===== src/rtl/word_serializer.sv =====
// Parallel-to-serial front end: WIDTH-bit words in over valid/ready, one bit per
// clock out MSB first with first/last strobes, plus a one-word holding register.
module word_serializer #(
  parameter int WIDTH = 8,
  parameter int GAP   = 0
) (
  input  logic             clk,
  input  logic             rst_n,
  input  logic [WIDTH-1:0] in_data,
  input  logic             in_valid,
  output logic             in_ready,
  output logic             ser_bit,
  output logic             ser_valid,
  output logic             ser_first,
  output logic             ser_last,
  output logic             busy,
  output logic [7:0]       words_sent
);

  localparam int              CW        = (WIDTH > 2) ? $clog2(WIDTH) : 1;
  localparam logic [CW-1:0]   CNT_LAST  = CW'(WIDTH - 1);
  localparam logic [CW-1:0]   CNT_ZERO  = {CW{1'b0}};
  localparam logic [CW-1:0]   CNT_ONE   = CW'(1);
  localparam logic [3:0]      GCNT_LAST = (GAP > 0) ? 4'(GAP - 1) : 4'd0;
  localparam bit              HAS_GAP   = (GAP > 0);

  typedef enum logic [1:0] {
    ST_IDLE  = 2'd0,
    ST_SHIFT = 2'd1,
    ST_GAP   = 2'd2
  } state_t;

  state_t           state_r;
  logic [WIDTH-1:0] shreg_r;
  logic [CW-1:0]    cnt_r;
  logic [3:0]       gcnt_r;
  logic [WIDTH-1:0] hold_r;
  logic             hold_full_r;
  logic [7:0]       words_sent_r;
  logic             ser_bit_r;
  logic             ser_valid_r;
  logic             ser_first_r;
  logic             ser_last_r;
  logic             busy_r;

  state_t           state_s;
  logic [WIDTH-1:0] shreg_s;
  logic [CW-1:0]    cnt_s;
  logic [3:0]       gcnt_s;
  logic [WIDTH-1:0] hold_s;
  logic             hold_full_s;
  logic [7:0]       words_sent_s;
  logic             accept_s;
  logic             last_bit_s;
  logic             word_end_s;
  logic             ser_bit_s;
  logic             ser_valid_s;
  logic             ser_first_s;
  logic             ser_last_s;
  logic             busy_s;

  // Ready depends only on the holding register so it never waits on in_valid.
  assign in_ready = rst_n & ~hold_full_r;

  // Next-state and datapath: shifting, gap counting, hold fill/drain and bypass.
  always_comb begin
    state_s      = state_r;
    shreg_s      = shreg_r;
    cnt_s        = cnt_r;
    gcnt_s       = gcnt_r;
    hold_s       = hold_r;
    hold_full_s  = hold_full_r;
    words_sent_s = words_sent_r;

    accept_s   = in_valid & in_ready;
    last_bit_s = (state_r == ST_SHIFT) && (cnt_r == CNT_LAST);
    if (HAS_GAP) begin
      word_end_s = (state_r == ST_GAP) && (gcnt_r == GCNT_LAST);
    end else begin
      word_end_s = last_bit_s;
    end

    case (state_r)
      ST_IDLE: begin
        if (accept_s) begin
          shreg_s = in_data;
          cnt_s   = CNT_ZERO;
          state_s = ST_SHIFT;
        end else begin
          state_s = ST_IDLE;
        end
      end
      ST_SHIFT: begin
        shreg_s = {shreg_r[WIDTH-2:0], 1'b0};
        if (last_bit_s) begin
          cnt_s        = CNT_ZERO;
          words_sent_s = words_sent_r + 8'd1;
          if (HAS_GAP) begin
            state_s = ST_GAP;
            gcnt_s  = 4'd0;
          end else begin
            state_s = ST_SHIFT;
          end
        end else begin
          cnt_s = cnt_r + CNT_ONE;
        end
      end
      ST_GAP: begin
        gcnt_s = gcnt_r + 4'd1;
      end
      default: begin
        state_s = ST_IDLE;
      end
    endcase

    // Word end overrides the plain shift/gap update: drain hold, bypass, or go idle.
    if (word_end_s) begin
      if (hold_full_r) begin
        shreg_s     = hold_r;
        hold_full_s = 1'b0;
        cnt_s       = CNT_ZERO;
        state_s     = ST_SHIFT;
      end else if (accept_s) begin
        shreg_s = in_data;
        cnt_s   = CNT_ZERO;
        state_s = ST_SHIFT;
      end else begin
        state_s = ST_IDLE;
      end
    end else if (accept_s && (state_r != ST_IDLE)) begin
      hold_s      = in_data;
      hold_full_s = 1'b1;
    end else begin
      hold_full_s = hold_full_s;
    end

    ser_valid_s = (state_s == ST_SHIFT);
    if (ser_valid_s) begin
      ser_bit_s   = shreg_s[WIDTH-1];
      ser_first_s = (cnt_s == CNT_ZERO);
      ser_last_s  = (cnt_s == CNT_LAST);
    end else begin
      ser_bit_s   = 1'b0;
      ser_first_s = 1'b0;
      ser_last_s  = 1'b0;
    end
    busy_s = (state_s != ST_IDLE) | hold_full_s;
  end

  // State and registered outputs, cleared by the synchronous reset.
  always_ff @(posedge clk) begin
    if (!rst_n) begin
      state_r      <= ST_IDLE;
      shreg_r      <= {WIDTH{1'b0}};
      cnt_r        <= CNT_ZERO;
      gcnt_r       <= 4'd0;
      hold_r       <= {WIDTH{1'b0}};
      hold_full_r  <= 1'b0;
      words_sent_r <= 8'd0;
      ser_bit_r    <= 1'b0;
      ser_valid_r  <= 1'b0;
      ser_first_r  <= 1'b0;
      ser_last_r   <= 1'b0;
      busy_r       <= 1'b0;
    end else begin
      state_r      <= state_s;
      shreg_r      <= shreg_s;
      cnt_r        <= cnt_s;
      gcnt_r       <= gcnt_s;
      hold_r       <= hold_s;
      hold_full_r  <= hold_full_s;
      words_sent_r <= words_sent_s;
      ser_bit_r    <= ser_bit_s;
      ser_valid_r  <= ser_valid_s;
      ser_first_r  <= ser_first_s;
      ser_last_r   <= ser_last_s;
      busy_r       <= busy_s;
    end
  end

  assign ser_bit    = ser_bit_r;
  assign ser_valid  = ser_valid_r;
  assign ser_first  = ser_first_r;
  assign ser_last   = ser_last_r;
  assign busy       = busy_r;
  assign words_sent = words_sent_r;

endmodule


===== config.mk =====
export PLATFORM = sky130hd
export DESIGN_NAME = word_serializer
export DESIGN_NICKNAME = d
export VERILOG_FILES = /design/src/rtl/word_serializer.sv
export SDC_FILE = /design/constraint.sdc
export NUM_CORES = 1
export LEC_CHECK = 0
export BUFFER_PORTS_ARGS = -buffer_cell sky130_fd_sc_hd__buf_2
export CAP_MARGIN = 0
export CORE_MARGIN = 10
export CORE_UTILIZATION = 45
export CTS_CLUSTER_DIAMETER = 150
export DETAILED_ROUTE_END_ITERATION = 7
export PLACE_DENSITY = 0.78
export RECOVER_POWER = 50
export SYNTH_ARGS = -nofsm -noshare
export SYNTH_HDL_FRONTEND = slang
export SYNTH_SLANG_ARGS = --single-unit

===== constraint.sdc =====
create_clock -name clk -period 1.7 [get_ports clk]
set_input_delay 0.34 -clock clk [delete_from_list [all_inputs] [get_ports clk]]
set_output_delay 0.34 -clock clk [all_outputs]
set_load 0.005 [all_outputs]

Yosys cells after proc, flatten, opt, wreduce, memory -nomap -nowiden
Cells that the tools add are included.

storage, ports and cells
  register bits after elaboration = 35
  word-level logic and storage cells = 50

cells by class
  multiplexer cells = 17
  reduce and logical (&&, ||, !) cells = 10
  equality and inequality tests = 5
  $add $sub $neg = 2
  bitwise gates (word level) = 5

operators with widths
  cell                                                              number
  8-bit 2-to-1 mux                                                  4
  8-bit case mux with 2 select lines                                1
  3-bit 2-to-1 mux                                                  5
  8-bit by 1-bit adder with 8-bit output (second input constant)    1
  3-bit == test (second input constant)                             2
  3-bit case mux with 2 select lines                                1
  2-bit AND reduction                                               3
  2-bit by 1-bit == test with 1-bit output (second input constant)  2
  2-bit 2-to-1 mux                                                  2
  2-bit case mux with 2 select lines                                1
  2-bit nonzero test                                                2
  3-bit by 1-bit adder with 3-bit output (second input constant)    1
  3-bit zero test                                                   1
  1-bit 2-to-1 mux                                                  3
  1-bit AND                                                         2
  2-bit == test (second input constant)                             1
  1-bit logical AND                                                 2
  2-bit zero test                                                   1
  1-bit NOT                                                         2
  2-bit OR reduction                                                1
  1-bit OR                                                          1

Depth between registers and ports, before layout
Gate-level depths: netlist of run 1.

  word-level depth = 9
  mapped depth = 7

Worst setup path before layout of run 1
Ideal clock, no wire load.

  path kind = flip-flop to flip-flop
  from = register cnt_r[0]
  to = register ser_bit_r (netlist: ser_bit)
  required time = 1.581 ns
  cell stages (with the launch flop) = 8
  setup slack = 0.066 ns
  buffers on the path = 1
  arrival = 1.515 ns
  setup time = 0.119 ns
  cell sequence = dfxtp_1 -> ha_1 -> ha_1 -> and3b_1 -> buf_2 -> a32o_1 -> a2bb2oi_1 -> nor2_1

between the ends
  longest elaborated chain between the ends = 5
  elaborated cells between the ends (all ways) = 6
  classes of those cells = 2 x eq/ne; 2 x mux; 2 x reduce/logical

RTL lines
  element                                   RTL line  RTL
  start, declared                           35        logic [CW-1:0] cnt_r;
  start signal, assigned                    168       cnt_r <= cnt_s;
  3-bit == test (*)                         76        last_bit_s = (state_r == ST_SHIFT) && (cnt_r == CNT_LAST);
  1-bit logical AND (*)                     76
  2-bit 2-to-1 mux                          117       if (word_end_s) begin
  2-bit by 1-bit == test with 1-bit output  137       ser_valid_s = (state_s == ST_SHIFT);
  2-bit AND reduction (no line)             n/a
  end signal, assigned                      173       ser_bit_r <= ser_bit_s;
  end, declared                             40        logic ser_bit_r;

Mark *: on every way between the ends. The rest lies on a longest branch, timed or not.
A chain may end at the register's enable or synchronous reset.

Final worst setup path of run 1
  from = register hold_full_r
  to = output port in_ready

between the ends
  longest elaborated chain between the ends = 2

RTL lines
  element                 RTL line  RTL
  start, declared         38        logic hold_full_r;
  start signal, assigned  171       hold_full_r <= hold_full_s;
  1-bit NOT               63        assign in_ready = rst_n & ~hold_full_r;
  1-bit AND               63
  end, declared           11        output logic in_ready,

Every way passes these cells.

==> results of run 1 <==
==> final cells by class <==
| cell class | count | area share |
|---|---|---|
| Multi-Input combinational cell | 133 | 0.4419 |
| Sequential cell | 35 | 0.3613 |
| Timing Repair Buffer | 41 | 0.1200 |
| Clock buffer | 8 | 0.03548 |
| Tap cell | 46 | 0.02968 |
| Inverter | 6 | 0.01161 |
==> power breakdown <==
group          switching [mW]  internal, mW
Combinational           0.117         0.109
Clock                   0.277         0.243
Sequential             0.0267         0.856
==> per-stage QoR <==
stage / std cells / setup slack, ns
global route: 269 / 0.006679
global placement: 260 / 0.07789
detailed placement: 260 / 0.06261
floorplan: 184 / 0.06597
finish: 269 / 0.09925
CTS: 268 / 0.04086
==> layer usage <==
metal | part of all wire | global-route usage | vias to the layer above
met3 | 0.053 | 0.03452 | 9
li1 | - | - | 730
met4 | 0.019 | 0.06162 | 0
met5 | 0 | 0 | -
met1 | 0.47 | 0.1406 | 647
met2 | 0.46 | 0.1927 | 34
==> worst reg2reg max path, cell delays in order (launching register included) <==
cell                        delay, ns
sky130_fd_sc_hd__dfxtp_1         0.34
sky130_fd_sc_hd__ha_1            0.20
sky130_fd_sc_hd__ha_2            0.21
sky130_fd_sc_hd__and3b_2         0.25
sky130_fd_sc_hd__a32o_1          0.26
sky130_fd_sc_hd__a2bb2oi_1       0.17
sky130_fd_sc_hd__nor2_1          0.07
==> kinds of logic after synthesis <==
| kind of cell | share of synthesized area |
|---|---|
| XOR/XNOR | 0.03738 |
| flip-flops | 0.4272 |
| buffers and inverters | 0.05034 |
| AND/OR/NAND/NOR | 0.2258 |
| AO/OA/AOI/OAI | 0.1876 |
| adder cells (fa/ha/maj) | 0.02289 |
| multiplexers | 0.04882 |
==> cell usage in the layout (no fill, tap or decap), types with 2 or more instances in the layout <==
| cell type | Yosys | routed |
|---|---|---|
| sky130_fd_sc_hd__xor2_1 | 3 | 3 |
| sky130_fd_sc_hd__and2b_1 | 2 | 2 |
| sky130_fd_sc_hd__o21ai_0 | 7 | 7 |
| sky130_fd_sc_hd__nor4_1 | 3 | 3 |
| sky130_fd_sc_hd__buf_2 | 3 | 15 |
| sky130_fd_sc_hd__nor2b_1 | 3 | 3 |
| sky130_fd_sc_hd__dfxtp_1 | 35 | 35 |
| sky130_fd_sc_hd__nor2_1 | 37 | 37 |
| sky130_fd_sc_hd__nand2_1 | 12 | 12 |
| sky130_fd_sc_hd__nor3_1 | 3 | 3 |
| sky130_fd_sc_hd__mux2i_1 | 8 | 8 |
| sky130_fd_sc_hd__clkbuf_8 | 0 | 2 |
| sky130_fd_sc_hd__inv_1 | 5 | 5 |
| sky130_fd_sc_hd__o221ai_1 | 6 | 6 |
| sky130_fd_sc_hd__clkbuf_4 | 0 | 5 |
| sky130_fd_sc_hd__clkbuf_1 | 4 | 11 |
| sky130_fd_sc_hd__a32o_1 | 2 | 2 |
| sky130_fd_sc_hd__a2bb2oi_1 | 7 | 7 |
| sky130_fd_sc_hd__nand4_1 | 3 | 3 |
| sky130_fd_sc_hd__ha_1 | 3 | 2 |
| sky130_fd_sc_hd__a22oi_1 | 3 | 3 |
| sky130_fd_sc_hd__xnor2_1 | 4 | 4 |
| sky130_fd_sc_hd__a21oi_1 | 11 | 12 |
| sky130_fd_sc_hd__buf_4 | 1 | 16 |
==> synthesized netlist by cell type, drive strengths merged, types with 2 or more instances <==
cell     number
xor2          3
nand3b        2
a32o          2
nor2         37
nand4         3
mux2i         8
clkbuf        4
and3b         2
o221ai        6
nand2b        2
nor4          4
nor3          3
ha            3
and2b         2
o21ai         8
buf           6
nand2        12
xnor2         4
a2bb2oi       7
inv           6
a21oi        12
dfxtp        35
a22oi         3
nor2b         3
==> state kept, by name (all words and copies together), names as in the netlist <==
| signal | cells |
|---|---|
| ser_last | 1 |
| hold_r | 8 |
| ser_valid | 1 |
| shreg_r | 8 |
| cnt_r | 3 |
| words_sent | 8 |
| ser_bit | 1 |
| busy | 1 |
| ser_first | 1 |
| hold_full_r | 1 |
| state_r | 2 |
==> path summary, 6_finish.rpt <==
check | start | end | slack (ns) | cells after the start
setup / recovery | hold_full_r$_SDFF_PN0_ | in_ready | 0.1 | 3
hold / removal | in_data[4] | hold_r[4]$_SDFFE_PN0P_ | 0.25 | 3
setup reg to reg | cnt_r[0]$_SDFF_PN0_ | ser_bit$_SDFF_PN0_ | 0.11 | 6
hold reg to reg | hold_r[1]$_SDFFE_PN0P_ | hold_r[1]$_SDFFE_PN0P_ | 0.51 | 2
==> timing repair <==
item	in CTS	in global routing
endpoints found under the setup margin	0	20
setup buffers	0	1
resized for setup	0	3
==> impl_summary.txt, run 1 <==
----------------------------------------------------
[Status]
  Run status ... finished clean

[Critical path]
  Path type of the worst setup path ... reg2out
  Number of buffer and inverter instances along the worst setup path ... 2
  Worst setup EP type ... output pin
  Peak per-stage delay on the critical path ... about 0.52 ns
  Arrival time of the worst setup path ... ~1.3 ns
  Type of element launching the critical path ... flip-flop
  Critical-path top delay cell ... sky130_fd_sc_hd__dfxtp_1
  CP Cell Sequence ... buf_4 > nor2_1 > buf_2
  Top delay family on crit path ... flip-flops
  Required time worst endpoint ... 1.36 ns
  CP max FO ... 10

[Worst hold path]
  Type of the most critical hold path ... in2reg

[Place]
  DPL Wire Length ... around 2700 um
  Number of port buffers ... 24
  Post-Place Cell Area ... 1878 um2
  Routability Congestion ... between 0.8 and 0.9

[Die]
  Num ports ... 25
  Total die area ... 6460 um2
  Die Span X ... approximately 80 um
  Die extent in y ... 80.38 um
  Placeable core area ... approximately 3400 um2
  Initial standard-cell utilization of the core ... 0.4802
  Site Rows ... 21

[Synth]
  Predominant post-synthesis flop cell ... sky130_fd_sc_hd__dfxtp_1
  Number of enable-type register cells in the synthesized netlist ... 0
  Number of warnings reported in the yosys synthesis log ... 0
  Post-synth design cell area ... ~1600 um2
  Number of synthesized register bits ... 35
  Post-synthesis async set-or-reset flop share ... 0
  Count of different cell masters after synthesis ... 39
  Fraction of the yosys area taken by sequential cells ... 0.4272
  Yosys top cell by area ... sky130_fd_sc_hd__dfxtp_1
  Yosys top cell area share ... 0.4272
  Mapped Cells ... about 180
  Area contributors post-synth ... sky130_fd_sc_hd__dfxtp_1 43%, sky130_fd_sc_hd__nor2_1 8.5%, sky130_fd_sc_hd__mux2i_1 4.9%
  Mean Syn Cell Area ... 8.915 um2
  Number of nets in the synthesized netlist ... roughly 200

[Clock tree]
  Total clock buffers created by CTS ... 5
  Clock tree buffer depth ... 2
  Insertion delay of the later-clocked pin in the worst-skew pair ... 0.35 ns
  Hold buffers post-CTS ... 0
  Count of clock tree sinks ... 35
  CTS clock-pin slew for the worst setup and hold paths ... 0.11 ns
  Count of H-tree levels built during CTS ... 2
  Clock tree from TritonCTS ... yes
  Clock Root Buffer ... sky130_fd_sc_hd__clkbuf_4

[STA]
  Ratio of final minimum period to clock period ... 0.9416
  Setup violation total in the final timing report ... 0
  Total Negative Setup Slacks ... 0 ns
  Max-slew headroom ... 0.7539
  Setup repair after global routing missed its margin ... false
  Post-route worst hold slack ... around 0.25 ns
  Count of final max-slew check failures ... 0
  Worst-Margin Slew ... about 0.37 ns
  Number of hold violations in the final report ... 0
  Max Freq ... between 600 and 700 MHz
  Final period demand of the worst path ... approximately 1.6 ns
  Post-route clock skew ... between 0.007 and 0.008 ns

[Layout]
  Final Util ... 0.5678
  Design Area, Final ... approximately 1900 um2
  Total area of sequential cells ... 700.7 um2
  Count of inserted antenna diode cells ... 0
  Number of filler cells placed in the layout ... between 300 and 400
  Share of final-layout standard cells stronger than drive strength 1 ... 0.2063
  Multi-input gate area ... 857.1 um2
  Post-synthesis to final-layout area growth ... 18.23%
  Post-layout nets ... 236

[Global route]
  Antenna violations before repair ... 0
  Wire length of the first global-routing pass ... 6244 um
  Largest net degree at the start of global routing ... 19
  Global-route congestion overflow total ... 0
  Number of global-route vias before repair ... 1412
  Aggregate global-route resource usage ... 0.1198

[Routing]
  Drt initial violations ... ~130
  First-pass iteration count of the detailed router ... 4
  Detail-routed net length per standard cell ... approximately 14 um
  Sum of routed wire length over all layers ... around 3800 um
  Vias per std cell ... 5.279
  Via count ... roughly 1400
  Routed Antenna Nets ... 0
  Drc violations ... 0

[Pwr]
  VDD IR max ... approximately 0.52 mV
  Leakage dissipation ... 0.8506 nW
  Design Power ... 1.630 mW
  Total power density per cell area ... approximately 840 nW/um2

[Job]
  MaxCap Viol Count ... 0

----------------------------------------------------
No activity file was read; power rests on OpenSTA's default activity.
==> inputs of run 2 (changes only) <==
--- a/config.mk
+++ b/config.mk
@@ -13,6 +13,7 @@
 export DETAILED_ROUTE_END_ITERATION = 7
 export PLACE_DENSITY = 0.78
 export RECOVER_POWER = 50
+export REMOVE_ABC_BUFFERS = 1
 export SYNTH_ARGS = -nofsm -noshare
 export SYNTH_HDL_FRONTEND = slang
 export SYNTH_SLANG_ARGS = --single-unit
==> impl_summary.txt, run 2 (synthesized netlist as in run 1, its figures left out) <==
----------------------------------------------------
[Layout]
  Post-synthesis to final-layout area growth ... 18.46% (was 18.23%)
  Final Util ... 0.5689 (was 0.5678)
  Commonest non-fill, non-tap cells in the layout ... 37 x sky130_fd_sc_hd__nor2_1, 34 x sky130_fd_sc_hd__dfxtp_1, 17 x sky130_fd_sc_hd__buf_2, 12 x sky130_fd_sc_hd__nand2_1, 11 x sky130_fd_sc_hd__buf_4 (was 37 x sky130_fd_sc_hd__nor2_1, 35 x sky130_fd_sc_hd__dfxtp_1, 16 x sky130_fd_sc_hd__buf_4, 15 x sky130_fd_sc_hd__buf_2)
  Count of inserted antenna diode cells ... 0 (unchanged)
  Commonest non-fill, non-tap cell in the layout ... sky130_fd_sc_hd__nor2_1 (unchanged)
  Post-layout nets ... 230 (was 236)
  Number of filler cells placed in the layout ... 315 (was 326)
  Share of final-layout standard cells stronger than drive strength 1 ... 0.2350 (was 0.2063)

[STA]
  Setup repair after global routing missed its margin ... true (was false)
  Max-slew headroom ... 0.7335 (was 0.7539)
  Max Freq ... 626.7 MHz (was 624.7 MHz)
  Post-route worst hold slack ... 0.2535 ns (was 0.2457 ns)
  Count of final max-slew check failures ... 0 (unchanged)
  Worst-Margin Slew ... 0.3992 ns (was 0.3686 ns)
  Number of hold violations in the final report ... 0 (unchanged)
  Post-route clock skew ... 0.01385 ns (was 0.007648 ns)
  Ratio of final minimum period to clock period ... 0.9386 (was 0.9416)
  Setup violation total in the final timing report ... 0 (unchanged)
  Final period demand of the worst path ... 1.596 ns (was 1.601 ns)

[Clock tree]
  Total clock buffers created by CTS ... 5 (unchanged)
  Clock tree buffer depth ... 2 (unchanged)
  Clock Root Buffer ... sky130_fd_sc_hd__clkbuf_4 (unchanged)
  Clock tree from TritonCTS ... yes (unchanged)
  # Post-CTS Setup Buffers ... 0 (unchanged)
  Hold buffers post-CTS ... 0 (unchanged)
  Insertion delay of the later-clocked pin in the worst-skew pair ... 0.34 ns (was 0.35 ns)
  CTS clock-pin slew for the worst setup and hold paths ... 0.11 ns (about the same)
  Count of H-tree levels built during CTS ... 2 (unchanged)
  Count of clock tree sinks ... 35 (unchanged)

[Place]
  DPL Wire Length ... 2736 um (was 2722 um)
  Routability Congestion ... 0.8069 (was 0.8641)
  Number of port buffers ... 24 (unchanged)

[Routing]
  Vias per std cell ... 5.384 (was 5.279)
  Via count ... 1416 (was 1420)
  Detail-routed net length per standard cell ... 14.05 um (was 13.95 um)
  First-pass iteration count of the detailed router ... 4 (unchanged)
  Drt initial violations ... 122 (was 126)
  Sum of routed wire length over all layers ... 3694 um (was 3752 um)
  Drc violations ... 0 (unchanged)
  Routed Antenna Nets ... 0 (unchanged)

[Critical path]
  Worst setup EP type ... flip-flop (was output pin)
  Peak per-stage delay on the critical path ... 0.34 ns (was 0.52 ns)
  Start of the worst register-to-register path ... cnt_r[0]$_SDFF_PN0_ (unchanged)
  CP Cell Sequence ... ha_1 > ha_2 > and3b_2 > a32o_1 > a22oi_1 > nor2_1 (was buf_4 > nor2_1 > buf_2)
  Reg-to-reg endpoint ... shreg_r[0]$_SDFF_PN0_ (was ser_bit$_SDFF_PN0_)
  Critical-path top delay cell ... sky130_fd_sc_hd__dfxtp_1 (unchanged)
  Number of buffer and inverter instances along the worst setup path ... 0 (was 2)
  Path type of the worst setup path ... reg2reg (was reg2out)
  Logic depth of the worst setup path including buffers ... 6 (was 3)
  Worst r2r path cells ... 6 (unchanged)
  Type of element launching the critical path ... flip-flop (unchanged)
  Required time worst endpoint ... 1.93 ns (was 1.36 ns)
  Capture point of the critical path ... shreg_r[0]$_SDFF_PN0_ (was in_ready)
  CP max FO ... 7 (was 10)
  Source of the critical timing path ... cnt_r[0]$_SDFF_PN0_ (was hold_full_r$_SDFF_PN0_)
  Setup slack of the worst register-to-register path ... 0.10 ns (was 0.11 ns)
  Arrival time of the worst setup path ... 1.83 ns (was 1.26 ns)
  Top delay family on crit path ... compound AO/OA/AOI/OAI gates (was flip-flops)

[Die]
  Die extent in y ... 80.38 um (unchanged)
  Num ports ... 25 (unchanged)
  Total die area ... 6460 um2 (unchanged)
  Die Span X ... 80.38 um (unchanged)
  Site Rows ... 21 (unchanged)
  Initial standard-cell utilization of the core ... 0.4802 (unchanged)
  Placeable core area ... 3416 um2 (unchanged)

[Global route]
  Antenna violations before repair ... 0 (unchanged)
  Aggregate global-route resource usage ... 0.1170 (was 0.1198)
  Global-route congestion overflow total ... 0 (unchanged)
  Number of global-route vias before repair ... 1315 (was 1412)
  Wire length of the first global-routing pass ... 6003 um (was 6244 um)
  Largest net degree at the start of global routing ... 17 (was 19)

[Status]
  Run status ... finished clean (unchanged)

[Worst hold path]
  Worst min-delay path startpoint ... in_data[3] (was in_data[4])
  Type of the most critical hold path ... in2reg (unchanged)

[Job]
  MaxCap Viol Count ... 0 (unchanged)

[Pwr]
  Leakage dissipation ... 0.8457 nW (was 0.8506 nW)
  Design Power ... 1.723 mW (was 1.630 mW)
  VDD IR max ... 0.4178 mV (was 0.5181 mV)
  Total power density per cell area ... 886.6 nW/um2 (was 840.4 nW/um2)

----------------------------------------------------
-- run 2: cell count changes in the layout (fill, tap and decap cells not counted), sizes merged --
cell    change
clkinv      +1
clkbuf      -5
buf         -3
bufinv      +1
-- run 2: power breakdown --
| part | switching [mW] | internal [mW] |
|---|---|---|
| combinational | 0.117 | 0.101 |
| clock | 0.275 | 0.347 |
| sequential | 0.0262 | 0.857 |
| total | 0.418 | 1.31 |
-- run 2: repair_timing --
item,CTS,global route
gates resized for setup,0,8
endpoints found under the hold margin,0,0
endpoints found under the setup margin,0,25
-- run 2: worst register-to-register path: stages, from the launching register on --
cell                      delay [ns]
sky130_fd_sc_hd__dfxtp_1        0.34
sky130_fd_sc_hd__ha_1           0.20
sky130_fd_sc_hd__ha_2           0.21
sky130_fd_sc_hd__and3b_2        0.25
sky130_fd_sc_hd__a32o_1         0.28
sky130_fd_sc_hd__a22oi_1        0.15
sky130_fd_sc_hd__nor2_1         0.05
-- run 2: worst min-delay path by stage --
stage,end,slack [ns],depth (start not counted)
after global placement,hold_r[3]$_SDFFE_PN0P_,0.48,2
after detailed placement,hold_r[4]$_SDFFE_PN0P_,0.49,2
after CTS,hold_r[4]$_SDFFE_PN0P_,0.25,3
final,hold_r[3]$_SDFFE_PN0P_,0.25,3
after floorplan,state_r[1]$_SDFF_PN0_,0.46,1
after global routing,hold_r[7]$_SDFFE_PN0P_,0.26,3
-- run 2: routing by layer --
| metal | global-route usage | routed length, um | up-vias |
|---|---|---|---|
| met1 | 0.1361 | 1669 | 650 |
| li1 | - | - | 719 |
| met5 | 0 | 0 | - |
| met4 | 0.06866 | 72 | 0 |
| met3 | 0.03341 | 299 | 6 |
| met2 | 0.1863 | 1653 | 41 |
-- run 2: final cells by class --
cell class	instances	area [um2]	share of cell area
inverters	6	22.52	0.01159
repair buffers	35	193.9	0.09981
flip-flops and latches	35	701.9	0.3612
well taps	46	57.56	0.02962
clock inverters	2	35.03	0.01803
multi-input cells	133	880.8	0.4533
clock buffers	6	51.30	0.02640
-- run 2: per-stage QoR --
step	setup TNS, ns	cells	instance area [um2]	worst slack [ns]
final	0	263	1943	0.1045
after floorplan	0	174	1580	0.1054
after CTS	0	263	1927	0.02469
after detailed placement	0	255	1841	0.04195
after global routing	-0.005006	263	1943	-0.005006
after global placement	0	255	1841	0.09444
